File: src/rtl/aer_pkg.sv
// Shared types for the AER replay/record path: timestamp width, replay states, event record.
package aer_pkg;

  localparam int unsigned TS_W       = 32;
  localparam int unsigned AER_ADDR_W = 17;

  typedef enum logic [1:0] {
    IDLE,
    WAIT,
    EMIT
  } replay_state_t;

  typedef struct packed {
    logic [TS_W-1:0]       ts;
    logic [AER_ADDR_W-1:0] addr;
  } aer_event_t;

endpackage

File: src/rtl/aer_ts_compare.sv
// Modular timestamp comparison: an event is due once now has reached it (within half the wrap range).
module aer_ts_compare
  import aer_pkg::*;
#(
  parameter int unsigned LATE_TOL = 100
) (
  input  logic [TS_W-1:0] now_ts,
  input  logic [TS_W-1:0] due_ts,
  output logic            due,
  output logic            late
);

  logic [TS_W-1:0] diff;

  always_comb begin
    diff = now_ts - due_ts;
    due  = ~diff[TS_W-1];
    late = due & (diff > LATE_TOL);
  end

endmodule

File: src/rtl/aer_event_replayer.sv
// Holds one stored AER event until the us timer reaches its timestamp, then presents it downstream.
module aer_event_replayer
  import aer_pkg::*;
#(
  parameter int unsigned ADDR_W     = 17,
  parameter int unsigned LATE_TOL   = 100,
  parameter bit          DROP_LATE  = 1'b0,
  parameter int unsigned LATE_CNT_W = 16
) (
  input  logic                  clk,
  input  logic                  rst_n,
  input  logic [TS_W-1:0]       time_stamp,
  input  logic                  enable,
  input  logic                  flush,
  input  logic                  in_valid,
  output logic                  in_ready,
  input  logic [TS_W-1:0]       in_ts,
  input  logic [ADDR_W-1:0]     in_addr,
  output logic                  out_valid,
  input  logic                  out_ready,
  output logic [TS_W-1:0]       out_ts,
  output logic [ADDR_W-1:0]     out_addr,
  output logic [LATE_CNT_W-1:0] late_count,
  output logic                  busy
);

  replay_state_t         state_q, state_d;
  logic [TS_W-1:0]       hold_ts_q;
  logic [ADDR_W-1:0]     hold_addr_q;
  logic [LATE_CNT_W-1:0] late_cnt_q;
  logic                  due, late, accept, late_hit;

  aer_ts_compare #(.LATE_TOL(LATE_TOL)) u_cmp (
    .now_ts (time_stamp),
    .due_ts (hold_ts_q),
    .due    (due),
    .late   (late)
  );

  // in_ready is gated by rst_n so it reads 0 while reset is held
  always_comb begin
    in_ready = rst_n & enable & ~flush &
               ((state_q == IDLE) | ((state_q == EMIT) & out_ready));
    accept   = in_valid & in_ready;
    late_hit = 1'b0;
    state_d  = state_q;
    if (flush) begin
      state_d = IDLE;
    end else begin
      case (state_q)
        IDLE: if (accept) state_d = WAIT;
        WAIT: begin
          if (due) begin
            late_hit = late;
            state_d  = (late && DROP_LATE) ? IDLE : EMIT;
          end
        end
        EMIT: if (out_ready) state_d = accept ? WAIT : IDLE;
        default: state_d = IDLE;
      endcase
    end
  end

  always_ff @(posedge clk or negedge rst_n) begin
    if (!rst_n) begin
      state_q     <= IDLE;
      hold_ts_q   <= '0;
      hold_addr_q <= '0;
      late_cnt_q  <= '0;
    end else begin
      state_q <= state_d;
      if (accept) begin
        hold_ts_q   <= in_ts;
        hold_addr_q <= in_addr;
      end
      if (late_hit && (late_cnt_q != '1)) begin
        late_cnt_q <= late_cnt_q + LATE_CNT_W'(1);
      end
    end
  end

  assign out_valid  = (state_q == EMIT);
  assign out_ts     = hold_ts_q;
  assign out_addr   = hold_addr_q;
  assign late_count = late_cnt_q;
  assign busy       = (state_q != IDLE);

endmodule

File: config.mk
export PLATFORM = sky130hd
export DESIGN_NAME = aer_event_replayer
export DESIGN_NICKNAME = d
export VERILOG_FILES = /design/src/rtl/aer_pkg.sv /design/src/rtl/aer_ts_compare.sv /design/src/rtl/aer_event_replayer.sv
export SDC_FILE = /design/constraint.sdc
export NUM_CORES = 1
export LEC_CHECK = 0
export ABC_AREA = 1
export BUFFER_PORTS_ARGS = -buffer_cell sky130_fd_sc_hd__clkbuf_2
export CAP_MARGIN = 15
export CORE_MARGIN = 3
export CORE_UTILIZATION = 45
export CTS_BUF_LIST = sky130_fd_sc_hd__clkbuf_8
export DETAILED_ROUTE_END_ITERATION = 10
export PLACE_DENSITY = 0.84
export SLEW_MARGIN = 30
export SYNTH_ARGS = -nofsm -noshare
export SYNTH_HDL_FRONTEND = slang
export SYNTH_SLANG_ARGS = --single-unit
File: constraint.sdc
create_clock -name clk -period 2.7 [get_ports clk]
set_clock_uncertainty 0.05 [all_clocks]
set_input_delay 0.405 -clock clk [delete_from_list [all_inputs] [get_ports clk]]
set_output_delay 0.405 -clock clk [all_outputs]
set_load 0.05 [all_outputs]
==> results.py <==
metrics = {
    "grt": {
        "antenna_found_initial": 0,
        "grt_first_pass_wirelength_microns": 24580,
        "grt_use_total_pct": 23.05,
        "grt-ovfl-total": 0,
        "grt_pass1_vias": 5425,
        "grt_max_degree": 68,
    },
    "cts": {
        "cts_tree": "done",
        "clock_latency_ps": 360,
        "cts_max_level": 3,
        "cts_root_buffer": "clkbuf_8",
        "path_clk_slew_ps": 80,
        "cts_made_buffers": 9,
        "cts.sinks": 67,
        "cts_hold_buf": 0,
        "clockBufferDepth": 2,
    },
    "logic_synthesis": {
        "synth_top_area_share_pct": 31.19,
        "syn_inst": 816,
        "yosysTopAreaCell": "dfrtp_1",
        "yosys_register_bits": 67,
        "netlist_area_sq_um": 5375,
        "ys_seq_area_share_pct": 31.19,
        "yosys-top-cells-area": "dfrtp_1 (31%), nand2_1 (18%), inv_1 (9.6%)",
        "synth_warnings": 0,
        "synth_area_per_cell_sq_um": 6.587,
        "syn-num-nets": 936,
        "ys_types": 32,
    },
    "drt": {
        "drc": 0,
        "wl_per_cell_microns": 14.02,
        "dr.pass1.iters": 5,
        "drt_iter0_drc": 345,
        "routed_via_density": 5.185,
        "wl_microns": 16320,
        "vias": 6035,
        "ant_nets": 0,
    },
    "pwr": {
        "vdd_drop_max_mv": 0.5090,
        "power.density_nw_per_um2": 748.8,
        "p_leak_nw": 4.112,
    },
    "status": {
        "run_status": "finished with violations",
        "violations": "negative setup slack",
    },
    "cells_and_area": {
        "drive_gt1_share_pct": 32.71,
        "layoutNonFillerInstCount": 1164,
        "area.growth.synth_to_final_pct": 36.10,
        "fin_nets": 1136,
        "diodes": 0,
        "final_area_sq_um": 7316,
        "final.fill_count": 1010,
    },
    "sta": {
        "hold_viol_final": 0,
        "tns_ps": -654.2,
        "worstMarginPinSlew_ps": 850.0,
        "relSlewSlack_pct": 43.33,
        "setup_ws_ps": -82.64,
        "period_needed_ps": 2783,
        "drv_slew": 0,
        "min_period_over_period_pct": 103.1,
        "setup_violations": 16,
        "max_freq_mhz": 359.4,
        "rsz0062_at_grt": "yes",
    },
    "floorplanning": {
        "initial_utilization_pct": 46.48,
        "die_x_microns": 115.3,
        "core_area_sq_um": 11560,
        "dieArea_sq_um": 13290,
        "die_y_microns": 115.3,
        "num_io_pins": 155,
        "num_rows": 39,
    },
    "critical_path": {
        "critPathArrivalTime_ps": 2980,
        "critPathKind": "flop to flop",
        "worstSetupEndpointType": "flop",
        "path_max_fanout": 8,
        "startpoint_type": "flop",
        "critical_path_required_ps": 2900,
    },
    "placed_design": {
        "dp_cells": 1141,
        "dp_hpwl_microns": 12330,
        "dpl-instance-area_sq_um": 6583,
        "placement.io_buffers": 154,
        "place_congestion": 0.9634,
    },
    "job": {
        "maxCapViolations": 0,
    },
    "min_path": {
        "min_path_type": "primary input to asynchronous set/reset pin",
    },
}
[logic make-up (layout without fill, tap and decap cells)]
family	after synthesis	in the layout	share of synthesized area, %
muxes	19	19	3.981
adders and majority gates	33	33	7.821
AOI/OAI and AO/OA	72	72	6.820
and+or+nand+nor	457	458	36.48
buffers and inverters	151	355	10.80
xor gates and xnor gates	17	17	2.910
DFF	67	67	31.19
[worst paths after layout]
path / from / end / slack [ps] / cells past startpoint
worst max-delay path: out_ts[0] / late_count[10] / -80 / 16
min in group clk: in_addr[6] / out_addr[6] / 220 / 2
worst min-delay path: rst_n / late_count[4] / 210 / 2
worst min register to register: out_addr[0] / out_addr[0] / 460 / 1
max in group asynchronous: rst_n / out_ts[0] / 1780 / 2
worst max register to register: out_ts[0] / late_count[10] / -80 / 16
[placed cells by master (no fill, tap or decap), types with 9 or more instances in the layout]
| master | count |
|---|---|
| inv_1 | 129 |
| nand2_2 | 29 |
| nor2_1 | 85 |
| inv_2 | 10 |
| a21oi_1 | 51 |
| ha_1 | 15 |
| nand2_1 | 234 |
| clkbuf_2 | 153 |
| nor2_2 | 10 |
| nand3_2 | 11 |
| nand3_1 | 37 |
| a21oi_2 | 10 |
| dfrtp_1 | 66 |
| mux2_2 | 19 |
| ha_4 | 17 |
| clkbuf_8 | 11 |
| nand4_1 | 29 |
| xor2_1 | 9 |
| buf_4 | 41 |
[power by group]
group / internal, mW / total (mW) / switching (mW)
Sequential: 1.19 / 1.31 / 0.123
Combinational: 1.03 / 3.09 / 2.06
Clock: 0.669 / 1.08 / 0.409
[repair_timing]
action | in CTS | in global routing
buffers inserted | 0 | 5
resized for setup | 0 | 90
endpoints found under the setup margin | 0 | 16
[layer usage]
metal | vias up | wire (microns) | track usage (%)
li1 | 2987 | - | -
met1 | 2733 | 6521 | 29.39
met2 | 275 | 7895 | 38.85
met3 | 40 | 1408 | 5.526
met4 | 0 | 494 | 6.808
met5 | - | 0 | 0
[critical path, cell delays in order, from the launching register on]
cell and delay, ps:
dfrtp_2 420, ha_4 170, fa_2 560, nand2_1 70
nand3_1 90, nand2_1 70, nor2_1 120, nand2_1 80
nand3_2 70, nand3_2 60, nor2_1 110, nand3_1 110
nor2_2 170, nand3_4 160, buf_6 180, nand4_1 90
nand2_1 70
[cell type report]
| type | count | area [sq um] | share of cell area, % |
|---|---|---|---|
| clock inverters | 5 | 107.6 | 1.471 |
| flip-flops and latches | 67 | 1678 | 22.93 |
| multi-input cells | 599 | 3535 | 48.32 |
| inverters | 139 | 521.8 | 7.132 |
| repair buffers | 200 | 1144 | 15.63 |
| well taps | 143 | 178.9 | 2.446 |
| clock buffers | 11 | 151.4 | 2.069 |
[stage by stage]
| step | worst slack [ps] | utilization (%) | power [mW] | hold WS, ps |
|---|---|---|---|---|
| 6_report | -82.64 | 63.26 | 5.478 | 212.8 |
| 4_1_cts | 28.00 | 59.16 | 5.185 | 195.8 |
| 3_3_place_gp | -48.01 | 56.92 | 4.043 | 438.3 |
| 2_1_floorplan | 15.02 | - | 3.268 | 59.41 |
| 3_5_place_dp | -105.8 | 56.92 | 4.082 | 442.0 |
| 5_1_grt | -182.7 | 63.26 | 5.845 | 204.2 |
[synth_stat cells, drive strengths merged]
cell type,count
a21oi,61
and3,1
buf,3
clkbuf,9
dfrtp,67
fa,1
ha,32
inv,139
mux2,19
nand2,263
nand3,51
nand3b,2
nand4,29
nor2,97
nor3,9
nor4,3
o21ai,8
o21bai,2
o22ai,1
or2,2
xnor2,7
xor2,10
[sequential cells by signal, summed over array words and instances (netlist names)]
register	flops
late_count	16
out_addr	17
out_ts	32
state_q	2
No activity file was read; power rests on OpenSTA's default activity.
